===== config.mk =====
export PLATFORM = sky130hd
export DESIGN_NAME = cmd_exec_ctrl_flat
export DESIGN_NICKNAME = d
export VERILOG_FILES = /design/src/rtl/cmd_exec_ctrl_pkg.sv /design/src/rtl/cmd_exec_ctrl_if.sv /design/src/rtl/cmd_exec_ctrl_alu.sv /design/src/rtl/cmd_exec_ctrl.sv /design/src/flat_wrapper.sv
export SDC_FILE = /design/constraint.sdc
export NUM_CORES = 1
export LEC_CHECK = 0
export ABC_AREA = 1
export BUFFER_PORTS_ARGS = -buffer_cell sky130_fd_sc_hd__buf_2
export CORE_MARGIN = 2
export CORE_UTILIZATION = 45
export CTS_CLUSTER_DIAMETER = 40
export CTS_CLUSTER_SIZE = 16
export DETAILED_ROUTE_END_ITERATION = 8
export PLACE_DENSITY_LB_ADDON = 0.08
export RECOVER_POWER = 25
export SKIP_CTS_REPAIR_TIMING = 1
export SYNTH_ARGS = -nofsm -noshare
export SYNTH_HDL_FRONTEND = slang
export SYNTH_SLANG_ARGS = --single-unit

===== constraint.sdc =====
create_clock -name clk -period 4.7 [get_ports clk]
set_input_delay 1.41 -clock clk [delete_from_list [all_inputs] [get_ports clk]]
set_output_delay 1.41 -clock clk [all_outputs]
set_load 0.005 [all_outputs]

===== src/rtl/cmd_exec_ctrl_pkg.sv =====
// Shared opcodes, state encoding and command field positions
// for the register-file command sequencer.
package cmd_pkg;

  localparam logic [3:0] OP_NOP = 4'd0;
  localparam logic [3:0] OP_LDI = 4'd1;
  localparam logic [3:0] OP_MOV = 4'd2;
  localparam logic [3:0] OP_ADD = 4'd3;
  localparam logic [3:0] OP_SUB = 4'd4;
  localparam logic [3:0] OP_AND = 4'd5;
  localparam logic [3:0] OP_OR  = 4'd6;
  localparam logic [3:0] OP_XOR = 4'd7;
  localparam logic [3:0] OP_NOT = 4'd8;

  localparam int OPC_HI = 7;
  localparam int OPC_LO = 4;
  localparam int DST_HI = 3;
  localparam int DST_LO = 2;
  localparam int SRC_HI = 1;
  localparam int SRC_LO = 0;

  typedef enum logic [2:0] {
    S_IDLE,
    S_IMM,
    S_LOAD,
    S_RDA,
    S_RDB,
    S_EXE,
    S_WB
  } state_e;

endpackage


===== src/rtl/cmd_exec_ctrl_if.sv =====
// Command handshake plus register file read/load/writeback port.
interface cmd_exec_ctrl_if #(
    parameter int DW = 8
) ();
    logic [DW-1:0] cmd_data;
    logic          cmd_valid;
    logic          cmd_ready;
    logic [DW-1:0] rf_x;
    logic [1:0]    rf_ra;
    logic          rf_rd;
    logic          rf_wr;
    logic [DW-1:0] rf_data;
    logic [DW-1:0] rf_res_alu;
    logic [1:0]    rf_res_dest;
    logic          rf_enact;

    modport master (
        input  cmd_data, cmd_valid, rf_x,
        output cmd_ready, rf_ra, rf_rd, rf_wr,
        output rf_data, rf_res_alu, rf_res_dest, rf_enact
    );

    modport slave (
        output cmd_data, cmd_valid, rf_x,
        input  cmd_ready, rf_ra, rf_rd, rf_wr,
        input  rf_data, rf_res_alu, rf_res_dest, rf_enact
    );
endinterface


===== src/rtl/cmd_exec_ctrl_alu.sv =====
// Combinational 8-bit ALU; SUB carry is the borrow (opa < opb).
module cmd_alu
    import cmd_pkg::*;
#(
    parameter int DW = 8
) (
    input  logic [3:0]    opc,
    input  logic [DW-1:0] opa,
    input  logic [DW-1:0] opb,
    output logic [DW-1:0] res,
    output logic          c,
    output logic          z
);
    logic [DW:0] sum;
    logic [DW:0] diff;

    assign sum  = {1'b0, opa} + {1'b0, opb};
    assign diff = {1'b0, opa} - {1'b0, opb};

    always_comb begin
        res = '0;
        c   = 1'b0;
        unique case (opc)
            OP_MOV:  res = opb;
            OP_ADD:  {c, res} = sum;
            OP_SUB:  {c, res} = diff;
            OP_AND:  res = opa & opb;
            OP_OR:   res = opa | opb;
            OP_XOR:  res = opa ^ opb;
            OP_NOT:  res = ~opa;
            default: res = '0;
        endcase
    end

    assign z = (res == '0);
endmodule


===== src/rtl/cmd_exec_ctrl.sv =====
// Command sequencer: decode, read dst/src through RA/X, execute,
// then commit via writeback or the DATA_INPUT load port.
module cmd_exec_ctrl
    import cmd_pkg::*;
#(
    parameter int DW = 8
) (
    input  logic clk,
    input  logic rst,
    cmd_exec_ctrl_if.master bus,
    output logic busy,
    output logic done,
    output logic err,
    output logic flag_z,
    output logic flag_c
);
    state_e        state, state_n;
    logic [DW-1:0] cmd_r;
    logic [DW-1:0] imm;
    logic [DW-1:0] opa;
    logic [DW-1:0] res_r;
    logic          nop_done;
    logic          accept;
    logic [3:0]    opc_in;
    logic [DW-1:0] alu_res;
    logic          alu_c;
    logic          alu_z;

    assign opc_in = bus.cmd_data[OPC_HI:OPC_LO];
    assign accept = bus.cmd_valid & bus.cmd_ready;

    // X already carries R[src] during EXE, so opb feeds the ALU directly
    cmd_alu #(.DW(DW)) u_alu (
        .opc (cmd_r[OPC_HI:OPC_LO]),
        .opa (opa),
        .opb (bus.rf_x),
        .res (alu_res),
        .c   (alu_c),
        .z   (alu_z)
    );

    always_comb begin
        state_n         = state;
        bus.cmd_ready   = 1'b0;
        bus.rf_ra       = 2'd0;
        bus.rf_rd       = 1'b0;
        bus.rf_wr       = 1'b0;
        bus.rf_data     = '0;
        bus.rf_res_alu  = '0;
        bus.rf_res_dest = 2'd0;
        bus.rf_enact    = 1'b1;
        unique case (state)
            S_IDLE: begin
                bus.cmd_ready = ~rst;
                if (accept) begin
                    unique case (1'b1)
                        (opc_in == OP_LDI): state_n = S_IMM;
                        (opc_in >= OP_MOV && opc_in <= OP_NOT):
                            state_n = S_RDA;
                        default: state_n = S_IDLE;
                    endcase
                end
            end
            S_IMM: begin
                bus.cmd_ready = ~rst;
                if (accept) state_n = S_LOAD;
            end
            S_LOAD: begin
                bus.rf_ra   = cmd_r[DST_HI:DST_LO];
                bus.rf_data = imm;
                bus.rf_rd   = 1'b1;
                state_n     = S_IDLE;
            end
            S_RDA: begin
                bus.rf_ra = cmd_r[DST_HI:DST_LO];
                state_n   = S_RDB;
            end
            S_RDB: begin
                bus.rf_ra = cmd_r[SRC_HI:SRC_LO];
                state_n   = S_EXE;
            end
            S_EXE: state_n = S_WB;
            S_WB: begin
                bus.rf_res_alu  = res_r;
                bus.rf_res_dest = cmd_r[DST_HI:DST_LO];
                bus.rf_enact    = 1'b0;
                state_n         = S_IDLE;
            end
            default: state_n = S_IDLE;
        endcase
    end

    always_ff @(posedge clk) begin
        if (rst) begin
            state    <= S_IDLE;
            cmd_r    <= '0;
            imm      <= '0;
            opa      <= '0;
            res_r    <= '0;
            nop_done <= 1'b0;
            err      <= 1'b0;
            flag_z   <= 1'b0;
            flag_c   <= 1'b0;
        end else begin
            state    <= state_n;
            nop_done <= 1'b0;
            if (state == S_IDLE && accept) begin
                cmd_r <= bus.cmd_data;
                if (opc_in == OP_NOP) nop_done <= 1'b1;
                if (opc_in > OP_NOT) err <= 1'b1;
            end
            if (state == S_IMM && accept) imm <= bus.cmd_data;
            if (state == S_RDB) opa <= bus.rf_x;
            if (state == S_EXE) begin
                res_r  <= alu_res;
                flag_z <= alu_z;
                flag_c <= alu_c;
            end
        end
    end

    assign busy = (state != S_IDLE);
    assign done = nop_done | (state == S_LOAD) | (state == S_WB);
endmodule


===== src/flat_wrapper.sv =====
// flat-port wrapper written by rule: the top's interface ports become plain ports
module cmd_exec_ctrl_flat import cmd_pkg::*;
#(
    parameter int DW = 8
)
  (clk, rst, busy, done, err, flag_z, flag_c, bus_cmd_data, bus_cmd_valid, bus_rf_x, bus_cmd_ready, bus_rf_ra, bus_rf_rd, bus_rf_wr, bus_rf_data, bus_rf_res_alu, bus_rf_res_dest, bus_rf_enact);
  cmd_exec_ctrl_if #(.DW(DW)) bus_i ();
  input  logic clk;
  input  logic rst;
  output logic busy;
  output logic done;
  output logic err;
  output logic flag_z;
  output logic flag_c;
  input wire logic [$bits(bus_i.cmd_data)-1:0] bus_cmd_data;
  input wire logic [$bits(bus_i.cmd_valid)-1:0] bus_cmd_valid;
  input wire logic [$bits(bus_i.rf_x)-1:0] bus_rf_x;
  output wire logic [$bits(bus_i.cmd_ready)-1:0] bus_cmd_ready;
  output wire logic [$bits(bus_i.rf_ra)-1:0] bus_rf_ra;
  output wire logic [$bits(bus_i.rf_rd)-1:0] bus_rf_rd;
  output wire logic [$bits(bus_i.rf_wr)-1:0] bus_rf_wr;
  output wire logic [$bits(bus_i.rf_data)-1:0] bus_rf_data;
  output wire logic [$bits(bus_i.rf_res_alu)-1:0] bus_rf_res_alu;
  output wire logic [$bits(bus_i.rf_res_dest)-1:0] bus_rf_res_dest;
  output wire logic [$bits(bus_i.rf_enact)-1:0] bus_rf_enact;
  assign bus_i.cmd_data = bus_cmd_data;
  assign bus_i.cmd_valid = bus_cmd_valid;
  assign bus_i.rf_x = bus_rf_x;
  assign bus_cmd_ready = bus_i.cmd_ready;
  assign bus_rf_ra = bus_i.rf_ra;
  assign bus_rf_rd = bus_i.rf_rd;
  assign bus_rf_wr = bus_i.rf_wr;
  assign bus_rf_data = bus_i.rf_data;
  assign bus_rf_res_alu = bus_i.rf_res_alu;
  assign bus_rf_res_dest = bus_i.rf_res_dest;
  assign bus_rf_enact = bus_i.rf_enact;
  cmd_exec_ctrl #(.DW(DW)) u_core (.clk(clk), .rst(rst), .bus(bus_i), .busy(busy), .done(done), .err(err), .flag_z(flag_z), .flag_c(flag_c));
endmodule

### Word-level counts from Yosys, hierarchy flattened

Index checks and enable logic that the tools add are counted.

| word-level totals | value |
|---|---|
| logic and storage cells | 65 |
| register bits | 39 |
| memories | 0 |
| output and inout port bits | 29 |
| bits of input ports | 19 |
| ROM bits | 0 |
| RAM bits | 0 |
| bits in latches | 0 |

| operators by class | value |
|---|---|
| reductions and logical operators | 12 |
| $mul | 0 |
| bitwise logic cells | 9 |
| divide/modulo/power cells | 0 |
| add/sub/neg operators | 2 |
| eq/ne operators | 16 |
| shift operators | 0 |
| $lt $le $gt $ge | 3 |
| mux-type cells | 14 |

Operators with widths:

| operator | count |
|---|---|
| $pmux 8 s7 | 1 |
| $eq 4x3->1 const B | 4 |
| $mux 8 | 2 |
| $pmux 3 s5 | 1 |
| $add 8x8->9 | 1 |
| $eq 3x3->1 const B | 3 |
| $sub 8x8->9 | 1 |
| $and 8x8->8 | 1 |
| $eq 4x2->1 const B | 2 |
| $logic_not 8->1 | 1 |
| $not 8->8 | 1 |
| $or 8x8->8 | 1 |
| $pmux 2 s2 | 2 |
| $xor 8x8->8 | 1 |
| $eq 3x2->1 const B | 2 |
| $mux 3 | 2 |
| $reduce_or 2->1 | 3 |
| $eq 4x1->1 const B | 1 |
| $eq 4x4->1 const B | 1 |
| $ge 4x2->1 const B | 1 |
| $gt 4x4->1 const B | 1 |
| $le 4x4->1 const B | 1 |
| $logic_not 4->1 | 1 |
| $mux 1 | 4 |
| 11 further kinds | 17 |

### Longest topological paths before layout

Gate-level depths: netlist (run 1).

| logic depth | value |
|---|---|
| depth after elaboration | 7 |
| gate-level depth with buffers | 15 |
| depth with buffers taken out | 14 |

### Modules after synthesis

From an unflattened synthesis (run 1), not the netlist that was laid out.

| unflattened totals | value |
|---|---|
| cells, all modules | 489 |
| area, all modules | 3111.7 µm² |

Modules (own cells, without submodules):

| module | sequential area each (µm²) | area an instance (µm²) | times used | cells an instance |
|---|---|---|---|---|
| cmd_exec_ctrl | 780.7 | 1714.1 | 1 | 231 |
| cmd_alu | 0.0 | 1397.6 | 1 | 258 |

### Least setup slack after synthesis (run 1)

OpenSTA, ideal clock, no wires.

| timing | value |
|---|---|
| path type | input-to-output |
| start | input rst |
| end | output bus_cmd_ready |
| cell stages on the path | 2 |
| setup slack | 1.574 ns |
| arrival | 1.716 ns |
| path through | buf_2 nor2_2 |

| between the ends | value |
|---|---|
| cells in the longest elaborated chain, start to end | 2 |

Ends and longest elaborated chain:

| element | RTL line | text |
|---|---|---|
| start, declared | flat_wrapper.sv:9 | `input logic rst;` |
| $not 1->1 | cmd_exec_ctrl.sv:54, cmd_exec_ctrl.sv:65 |  |
| $mux 1 | - |  |
| end, declared | flat_wrapper.sv:18 | `output wire logic [$bits(bus_i.cmd_ready)-1:0] bus_cmd_ready;` |

No other way between the ends.

### Worst setup path after layout (run 1)

Ends and elaborated chain as after synthesis.

==> results of run 1 <==
## worst min path at each step
stage	start	endpoint	slack, ns	cells past startpoint
4_1_cts	u_core.imm[2]$_SDFFE_PP0P_	u_core.imm[2]$_SDFFE_PP0P_	0.46	2
5_1_grt	u_core.imm[2]$_SDFFE_PP0P_	u_core.imm[2]$_SDFFE_PP0P_	0.48	2
6_report	u_core.imm[2]$_SDFFE_PP0P_	u_core.imm[2]$_SDFFE_PP0P_	0.46	2
3_3_place_gp	u_core.imm[5]$_SDFFE_PP0P_	u_core.imm[5]$_SDFFE_PP0P_	0.44	2
2_1_floorplan	u_core.cmd_r[0]$_SDFFE_PP0P_	u_core.cmd_r[0]$_SDFFE_PP0P_	0.43	2
3_5_place_dp	u_core.imm[2]$_SDFFE_PP0P_	u_core.imm[2]$_SDFFE_PP0P_	0.45	2
## layer usage
metal  share of wire, %  up-vias  global-route usage, %
met5                  0        -                      0
met1                 48     1422                   30.8
met4               0.93        0                   4.47
met3                4.2        6                   3.75
li1                   -     1573                      -
met2                 47       70                   37.2
## cell families (layout without fill, tap and decap cells)
logic type,Yosys count,in the layout,share of synthesized area (%)
AND/OR/NAND/NOR,213,213,32.0
flip-flops,39,39,26.0
buffers and inverters,94,132,13.3
XOR/XNOR,1,1,0.292
AO/OA/AOI/OAI,93,93,16.9
adder cells (fa/ha/maj),26,26,11.4
other,1,1,0.125
## sequential cells by signal (all words and copies together), names as in the netlist
signal           count
u_core.nop_done      1
u_core.cmd_r         8
u_core.opa           8
u_core.err           1
u_core.imm           8
u_core.flag_c        1
u_core.flag_z        1
u_core.state         3
u_core.res_r         8
## worst register-to-register path: stages, from the launching register on
cell and delay, ns:
dfxtp_1 0.34, inv_1 0.08, ha_1 0.21, fa_1 0.44, xnor2_1 0.19, nor2_1 0.07, nor2_2 0.13, nand2_1 0.07
nor2_1 0.13, nand3_1 0.09, nor2_1 0.09, nand3_1 0.08, a21oi_2 0.11
## cell type report
cell class | count | area (um2) | share of cell area [%]
Timing Repair Buffer | 47 | 233 | 7.00
Clock buffer | 5 | 68.8 | 2.07
Inverter | 77 | 289 | 8.69
Clock inverter | 3 | 43.8 | 1.32
Multi-Input combinational cell | 334 | 1810 | 54.6
Sequential cell | 39 | 781 | 23.5
Tap cell | 77 | 96.3 | 2.90
## power breakdown
group	total (mW)	internal [mW]	leakage, nW	switching [mW]
sequential	0.369	0.353	0.317	0.0165
combinational	0.240	0.0762	1.26	0.164
clock	0.288	0.158	0.0581	0.129
## cell usage in the layout, fill, tap and decap left out, types with 4 or more instances in the layout
cell,synthesis,routed
a21oi_1,38,38
buf_2,3,42
clkbuf_1,7,4
clkbuf_8,0,5
dfxtp_1,39,39
ha_1,24,24
inv_1,72,73
nand2_1,73,73
nand3_1,50,50
nand3b_1,6,6
nor2_1,61,63
nor2_2,9,7
o211ai_1,4,4
o21ai_0,37,38
o22ai_1,4,4
==> metrics.yaml, run 1 <==
worst_setup_path:
  crit_family: "buffers and inverters"
  cp_max_fo: 11
  crit_path_end_kind: "primary output"
  cp_slowest_cell: "clkbuf_1"
  r2r-end: "u_core.flag_z$_SDFFE_PP0N_"
  r2r_slack_ns: 2.60
  cp.arrival_ns: 2.10
  r2r_cells: 12
  cp.depth: 3
  cp-start-kind: "primary input"
  crit_type: "primary input to primary output"
  crit_path_start: "rst"
  crit_chain: "clkbuf_1 > nor2_1 > buf_2"
  timing.rr.start: "u_core.opa[0]$_SDFFE_PP0P_"
  required_ns: 3.29
  cp-endpoint: "bus_cmd_ready"
  cp.buffers_inverters: 2
  max_stage_delay_ns: 0.39
placement:
  dp_hpwl_mm: 6.01
  dpl.cell_count: 574
  placed_cell_area_um2: 3220
  numPortBuffers: 46
  gp_congestion: 0.878
  post-place-ws_ns: 1.41
sta:
  finClkSkew_ns: 0.00569
  period_share_pct: 74.8
  hold_viol: 0
  fmax_mhz: 285
  tightest_slew_ns: 0.838
  slew_viol_final: 0
  finalSetupTns_ns: 0
  finalSetupViolations: 0
  max-slew-margin-rel_pct: 44.0
  whs_ns: 0.456
  timing.final.ws_setup_ns: 1.19
  rsz0062_at_grt: "no"
  finalCriticalPeriod_ns: 3.51
synth:
  synth-warning-count: 0
  ys_async_sr_fraction_pct: 0
  yosys.area.top_type: "dfxtp_1"
  netlist_top_cells_area: "dfxtp_1 26%, ha_1 10%, nand2_1 9.1%"
  synth_edf_count: 0
  syn_nets: 512
  syn_inst: 467
  netlist_area_um2: 3000
  seq_area_frac_synth_pct: 26.0
  avgSynthCellArea_um2: 6.42
  yosys.area.top_type_share_pct: 26.0
  ys_types: 37
  yosysMostFrequentCell: "nand2_1"
  synth_common_cells: "73 x nand2_1, 72 x inv_1, 61 x nor2_1"
  yosys_most_used_dff: "dfxtp_1"
  ys_seq_elements: 39
clock_tree:
  htree_levels: 2
  cts-root-buf: "clkbuf_8"
  cts_tree: "yes"
  worstSkewPairLatency_ns: 0.29
  numCtsBuffers: 5
  clock-sinks: 39
  path_clk_slew_ns: 0.08
  clk_path_buf_depth: 2
floorplan:
  die_x_um: 85.6
  coreArea_um2: 6390
  die-height_um: 85.6
  initial_core_util_pct: 46.9
  num_rows: 29
  pin_count: 48
  die_area_um2: 7330
power_and_ir_drop:
  powerDensity_nw_per_um2: 270
  power_mw: 0.897
  leakage_nw: 1.64
  vdd_drop_max_v: 0.000237
grt:
  grt_usage_pct: 22.4
  grt-ovfl-total: 0
  antenna_found_initial: 0
  grt_max_degree: 30
  grt_pass1_vias: 2823
  grt_pass1_wl_mm: 13.2
run_status:
  outcome: "completed"
flow_run:
  maxCapViolCount: 0
min_path:
  hold_class: "flop to flop"
route:
  vias_per_cell: 5.28
  drc_errors: 0
  drt_pass1_iterations: 5
  ant_nets: 0
  post_drt_wl_per_cell_um: 13.7
  routed_wl_mm: 7.95
  vias: 3071
  drtIter0Drc: 182
layout:
  final_cells: 582
  fin_area_um2: 3330
  drive_gt1_share_pct: 13.9
  fillCellCount: 711
  fin_util_pct: 52.1
  nets: 549
  syn2layout_area_growth_pct: 10.9
  antennaDiodeCount: 0
No activity file was read; power rests on OpenSTA's default activity.
==> inputs of run 2 (changes only) <==
- clock period: 4.7 -> 3.15 ns (I/O delays scaled with it)
==> run 2 against run 1 <==
  * Clock skew up 0.0038 ns
  * Routed wire length up 3.2%
  * Die area unchanged
==> metrics.yaml, run 2 (synthesis gave the netlist of run 1 again) <==
worst_setup_path:
  cp_slowest_cell: "dfxtp_1"  # was clkbuf_1
  max_stage_delay_ns: 0.36  # was 0.39 ns
  cp.arrival_ns: 1.72  # was 2.10 ns
  crit_type: "flop to primary output"  # was primary input to primary output
  crit_family: "buffers and inverters"  # unchanged
  crit_chain: "inv_1 > nand2_1 > nor2_1 > clkinv_1 > nand2_1 > inv_1 > o22ai_1 > buf_2"  # was clkbuf_1 > nor2_1 > buf_2
  crit_path_end_kind: "primary output"  # unchanged
  cp-start-kind: "flop"  # was primary input
  required_ns: 2.20  # was 3.29 ns
  r2r_slack_ns: 1.06  # was 2.60 ns
  cp_max_fo: 9  # was 11
  cp.buffers_inverters: 4  # was 2
sta:
  fmax_mhz: 375
  finClkSkew_ns: 0.00949  # was 0.00569 ns
  max-slew-margin-rel_pct: 52.1  # was 44.0%
  slew_viol_final: 0  # unchanged
  finalCriticalPeriod_ns: 2.66
  finalSetupTns_ns: 0  # unchanged
  period_share_pct: 84.6
  rsz0062_at_grt: "no"  # unchanged
  hold_viol: 0  # unchanged
  tightest_slew_ns: 0.716  # was 0.838 ns
  finalSetupViolations: 0  # unchanged
route:
  post_drt_wl_per_cell_um: 14.1  # was 13.7 um
  wl_met3_um: 450  # was 336 um
  met2_length_mm: 3.70  # was 3.71 mm
  drt_pass1_iterations: 6  # was 5
  routed_wl_mm: 8.20  # was 7.95 mm
  vias_per_cell: 5.23  # was 5.28
  drtIter0Drc: 181  # was 182
  met1Wirelength_mm: 3.96  # was 3.82 mm
  ant_nets: 0  # unchanged
  vias: 3051  # was 3071
  highest_layer: "met4"  # unchanged
  drc_errors: 0  # unchanged
clock_tree:
  cts_tree: "yes"  # unchanged
  numCtsBuffers: 5  # unchanged
  path_clk_slew_ns: 0.09  # was 0.08 ns
  cts-root-buf: "clkbuf_8"  # unchanged
  clock-sinks: 39  # unchanged
  clk_path_buf_depth: 2  # unchanged
  htree_levels: 2  # unchanged
  worstSkewPairLatency_ns: 0.30  # was 0.29 ns
flow_run:
  maxCapViolCount: 0  # unchanged
layout:
  final_cells: 583  # was 582
  antennaDiodeCount: 0  # unchanged
  syn2layout_area_growth_pct: 11.1  # was 10.9%
  nets: 550  # was 549
  drive_gt1_share_pct: 14.0  # was 13.9%
  layout_common_cells: "73 x inv_1, 73 x nand2_1, 62 x nor2_1"  # was 73 x inv_1, 73 x nand2_1, 63 x nor2_1
power_and_ir_drop:
  sequentialPowerShare_pct: 40.8  # was 41.2%
  vdd_drop_max_v: 0.000284  # was 0.000237 V
  clkPwrFrac_pct: 32.3  # was 32.1%
  p_int_mw: 0.876  # was 0.587 mW
  p_sw_mw: 0.474  # was 0.310 mW
  leakage_nw: 1.64  # about the same
  powerDensity_nw_per_um2: 406  # was 270 nW/um2
  swShare_pct: 35.1  # was 34.5%
  combPwrFrac_pct: 26.9  # was 26.8%
floorplan:
  die_area_um2: 7330  # unchanged
  coreArea_um2: 6390  # unchanged
  initial_core_util_pct: 46.9  # unchanged
  die_x_um: 85.6  # unchanged
  die-height_um: 85.6  # unchanged
  pin_count: 48  # unchanged
  num_rows: 29  # unchanged
placement:
  dpl.cell_count: 575  # was 574
  numPortBuffers: 46  # unchanged
  gp_congestion: 0.915  # was 0.878
  dp_hpwl_mm: 6.10  # was 6.01 mm
grt:
  grt-ovfl-total: 0  # unchanged
  antenna_found_initial: 0  # unchanged
  grt_pass1_wl_mm: 13.5  # was 13.2 mm
  grt_usage_pct: 23.0  # was 22.4%
  grt_max_degree: 20  # was 30
  grt_pass1_vias: 2826  # was 2823
min_path:
  hold_class: "flop to flop"  # unchanged
run_status:
  outcome: "completed"  # unchanged
==> run 2: cell types whose count changed in the layout (fill, tap and decap cells not counted), sizes merged <==
cell | previous run | this run
clkbuf | 9 | 10
==> run 2: stage by stage <==
stage / area (um2) / utilization [%] / hold slack (ns) / power (mW) / setup WS, ns
finish: 3330 / 52.1 / 0.454 / 1.35 / 0.485
global route: 3330 / 52.1 / 0.482 / 1.43 / 0.223
CTS: 3340 / 52.4 / 0.455 / 1.36 / 0.441
detailed placement: 3230 / 50.6 / 0.442 / 0.924 / 0.370
global placement: 3230 / 50.6 / 0.440 / 0.921 / 0.397
floorplan: 3000 / - / 0.430 / 0.827 / 0.670
==> run 2: area by class of cell <==
class / count / area (um2)
Clock buffer: 5 / 68.8
Clock inverter: 3 / 43.8
Fill cell: 703 / 3060
Inverter: 77 / 289
Multi-Input combinational cell: 334 / 1820
Sequential cell: 39 / 781
Tap cell: 77 / 96.3
Timing Repair Buffer: 48 / 234
==> run 2: metal layers <==
metal | GRT usage (%) | up-vias
met1 | 32.6 | 1383
met3 | 3.85 | 9
met2 | 36.7 | 86
met5 | 0 | -
met4 | 4.91 | 0
li1 | - | 1573
==> run 2: power by group through the flow <==
stage               registers, mW  clock network (mW)  logic, mW
floorplan                   0.558                   0      0.269
finish                      0.550               0.437      0.363
global placement            0.562                   0      0.359
global route                0.555               0.467      0.412
detailed placement          0.562                   0      0.361
CTS                         0.551               0.447      0.363
==> run 2: final timing paths <==
check                                     from                    endpoint  cells past startpoint
setup / recovery  u_core.state[0]$_SDFFE_PP0P_                bus_rf_ra[1]                      8
hold / removal      u_core.imm[2]$_SDFFE_PP0P_  u_core.imm[2]$_SDFFE_PP0P_                      2
setup reg to reg    u_core.opa[0]$_SDFFE_PP0P_  u_core.flag_z$_SDFFE_PP0N_                     12
hold reg to reg     u_core.imm[2]$_SDFFE_PP0P_  u_core.imm[2]$_SDFFE_PP0P_                      2
==> run 2: worst min-delay path: stages (launching register included) <==
cell     delay [ns]
dfxtp_1        0.31
inv_1          0.06
a21oi_1        0.05
==> inputs of run 3 (changes only) <==
- ABC_AREA: 1 -> 0
- clock period: 3.15 -> 2.2 ns (I/O delays scaled with it)
==> run 3 against run 2 <==
  * The run now ends with setup timing left
  * Area after synthesis decreased by 1.7%
  * Clock power increased by 45%
  * Non-clock buffer count increased by 84
  * First-iteration DRC count decreased by 25%
  * Utilization increased by 14 points
  * Final area increased by 25%
  * Global-route usage increased by 2.4 points
  * Via count increased by 3.4%
  * Count of clock-buffer cells in the layout unchanged
  * Largest cell class unchanged
  * Largest power group unchanged
  * Highest routed layer unchanged
==> metrics.yaml, run 3 <==
layout:
  syn2layout_area_growth_pct: 41.6  # was 11.1%
  antennaDiodeCount: 0  # unchanged
  fin_util_pct: 65.7  # was 52.1%
  layout_common_cells: "80 x buf_4, 58 x nor2_1, 41 x buf_2"  # was 73 x inv_1, 73 x nand2_1, 62 x nor2_1
  fin_area_um2: 4170  # was 3330 um2
  nets: 541  # was 550
  final_cells: 574  # was 583
  final_common_cell: "buf_4"
  fillCellCount: 545  # was 703
  drive_gt1_share_pct: 36.8  # was 14.0%
placement:
  dpl.cell_count: 564  # was 575
  dp_hpwl_mm: 6.85  # was 6.10 mm
  numPortBuffers: 46  # unchanged
  placed_cell_area_um2: 3920  # was 3230 um2
  gp_congestion: 0.952  # was 0.915
  post-place-ws_ns: -0.588  # was 0.370 ns
worst_setup_path:
  crit_path_end_kind: "flop"  # was primary output
  cp.buffers_inverters: 2  # was 4
  max_stage_delay_ns: 0.40  # was 0.36 ns
  cp.depth: 10  # was 8
  cp-start-kind: "primary input"  # was flop
  cp.arrival_ns: 2.59  # was 1.72 ns
  crit_family: "compound AO/OA/AOI/OAI gates"  # was buffers and inverters
  crit_type: "primary input to flop"  # was flop to primary output
  crit_chain: "buf_6 > inv_4 > ha_4 > o21ba_4 > nor2_4 > o32a_1 > nand2_1 > a221o_1 > or2_4 > o41ai_2"  # was inv_1 > nand2_1 > nor2_1 > clkinv_1 > nand2_1 > inv_1 > o22ai_1 > buf_2
  r2r_slack_ns: -0.11  # was 1.06 ns
  r2r_cells: 11  # was 12
  cp_slowest_cell: "a221o_1"  # was dfxtp_1
  cp_max_fo: 5  # was 9
  r2r-end: "u_core.flag_z$_SDFFE_PP0N_"  # unchanged
  timing.rr.start: "u_core.opa[0]$_SDFFE_PP0P_"  # unchanged
  required_ns: 2.42  # was 2.20 ns
sta:
  whs_ns: 0.490  # was 0.454 ns
  max-slew-margin-rel_pct: 45.2  # was 52.1%
  finClkSkew_ns: 0.0117  # was 0.00949 ns
  finalSetupTns_ns: -0.638  # was 0 ns
  slew_viol_final: 0  # unchanged
  hold_viol: 0  # unchanged
  rsz0062_at_grt: "yes"  # was no
  finalCriticalPeriod_ns: 2.38
  finalSetupViolations: 12  # was 0
  fmax_mhz: 421
  tightest_slew_ns: 0.823  # was 0.716 ns
  timing.final.ws_setup_ns: -0.176  # was 0.485 ns
  period_share_pct: 108
floorplan:
  die_area_um2: 7210  # was 7330 um2
  initial_core_util_pct: 46.4  # was 46.9%
  die-height_um: 84.9  # was 85.6 um
  num_rows: 29  # unchanged
  coreArea_um2: 6350  # was 6390 um2
  die_x_um: 84.9  # was 85.6 um
  pin_count: 48  # unchanged
min_path:
  hold_path_end: "u_core.imm[2]$_SDFFE_PP0P_"  # unchanged
  hold_class: "flop to flop"  # unchanged
  min-delay-start: "u_core.imm[2]$_SDFFE_PP0P_"  # unchanged
  hold_depth: 2  # unchanged
grt:
  grt_max_degree: 25  # was 20
  grt_usage_pct: 25.4  # was 23.0%
  grt_pass1_wl_mm: 14.8  # was 13.5 mm
  antenna_found_initial: 0  # unchanged
  grt_pass1_vias: 3127  # was 2826
  grt-ovfl-total: 0  # unchanged
route:
  wl_met3_um: 384  # was 450 um
  routed_wl_mm: 8.97  # was 8.20 mm
  vias: 3156  # was 3051
  vias_per_cell: 5.50  # was 5.23
  ant_nets: 0  # unchanged
  met1Wirelength_mm: 4.13  # was 3.96 mm
  highest_layer: "met4"  # unchanged
  drc_errors: 0  # unchanged
  met2_length_mm: 4.33  # was 3.70 mm
  drtIter0Drc: 135  # was 181
  post_drt_wl_per_cell_um: 15.6  # was 14.1 um
  drt_pass1_iterations: 4  # was 6
synth:
  synth_common_cells: "61 x nor2_1, 39 x dfxtp_1, 28 x a21oi_1"  # was 73 x nand2_1, 72 x inv_1, 61 x nor2_1
  netlist_area_um2: 2950  # was 3000 um2
  synth_edf_count: 0  # unchanged
  yosys.area.top_type: "dfxtp_1"  # unchanged
  ys_types: 58  # was 37
  avgSynthCellArea_um2: 7.74  # was 6.42 um2
  yosys_most_used_dff: "dfxtp_1"  # unchanged
  ys_seq_elements: 39  # unchanged
  syn_nets: 426  # was 512
  synth-warning-count: 0  # unchanged
  seq_area_frac_synth_pct: 26.5  # was 26.0%
  yosys.area.top_type_share_pct: 26.5  # was 26.0%
  netlist_top_cells_area: "dfxtp_1 26%, ha_1 10%, nor2_1 7.8%"  # was dfxtp_1 26%, ha_1 10%, nand2_1 9.1%
  yosysMostFrequentCell: "nor2_1"  # was nand2_1
  ys_async_sr_fraction_pct: 0  # unchanged
  syn_inst: 381  # was 467
run_status:
  violations: "setup timing"
  outcome: "complete, but fails checks"  # was completed
clock_tree:
  worstSkewPairLatency_ns: 0.31  # was 0.30 ns
  numCtsBuffers: 5  # unchanged
  clk_path_buf_depth: 2  # unchanged
  path_clk_slew_ns: 0.09  # about the same
  cts_tree: "yes"  # unchanged
  clock-sinks: 39  # unchanged
  cts-root-buf: "clkbuf_8"  # unchanged
  htree_levels: 2  # unchanged
flow_run:
  maxCapViolCount: 0  # unchanged
power_and_ir_drop:
  vdd_drop_max_v: 0.000456  # was 0.000284 V
  powerDensity_nw_per_um2: 440  # was 406 nW/um2
  leakage_nw: 1.92  # was 1.64 nW
  power_mw: 1.84  # was 1.35 mW
[run 3: cell count changes after synthesis, moves of 10 or more]
cell     change
nand3_1     -42
nand2_1     -60
o21ai_0     -26
and3_1      +11
mux2i_1     +18
inv_1       -46
and2_1      +12
a21oi_1     -10
[run 3: cell type report]
class | count | area, um2 | area share (%)
Timing Repair Buffer | 132 | 897 | 21.5
Tap cell | 77 | 96.3 | 2.31
Multi-Input combinational cell | 291 | 2160 | 51.9
Clock buffer | 5 | 68.8 | 1.65
Inverter | 27 | 119 | 2.85
Clock inverter | 3 | 43.8 | 1.05
Sequential cell | 39 | 785 | 18.8
[run 3: power breakdown]
| group | leakage [nW] | switching [mW] | total, mW | internal [mW] |
|---|---|---|---|---|
| clock | 0.0581 | 0.295 | 0.633 | 0.338 |
| combinational | 1.55 | 0.236 | 0.459 | 0.223 |
| sequential | 0.317 | 0.0195 | 0.744 | 0.724 |
[run 3: worst max path at each step]
| stage | startpoint | to | slack [ns] |
|---|---|---|---|
| CTS | bus_rf_x[0] | u_core.flag_z$_SDFFE_PP0N_ | -0.29 |
| global route | bus_rf_x[1] | u_core.flag_z$_SDFFE_PP0N_ | -0.23 |
| global placement | bus_rf_x[0] | u_core.flag_z$_SDFFE_PP0N_ | -0.57 |
| floorplan | bus_rf_x[3] | u_core.flag_z$_SDFFE_PP0N_ | -0.22 |
| detailed placement | bus_rf_x[0] | u_core.flag_z$_SDFFE_PP0N_ | -0.59 |
| finish | bus_rf_x[1] | u_core.flag_z$_SDFFE_PP0N_ | -0.18 |
[run 3: cells by family after synthesis]
| kind of cell | synth area share, % |
|---|---|
| flops | 26.5 |
| simple gates | 26.0 |
| fa+ha+maj | 11.5 |
| buf+inv | 6.75 |
| mux | 6.11 |
| compound gates | 21.8 |
| xor+xnor | 1.19 |
| other cells | 0.127 |
[run 3: metal layers]
layer / GRT usage, % / up-vias
li1: - / 1572
met1: 33.4 / 1505
met2: 42.3 / 67
met3: 4.18 / 12
met4: 8.95 / 0
met5: 0 / -
[run 3: worst reg2reg max path, cell delays in order, from the launching register on]
cell and delay [ns]:
dfxtp_2 0.36, inv_2 0.05, ha_4 0.16, fa_2 0.50, nor2b_1 0.12, a211oi_1 0.06
a31oi_1 0.17, o32ai_1 0.10, a21oi_1 0.18, buf_4 0.15, nand4_1 0.10, o41ai_2 0.28
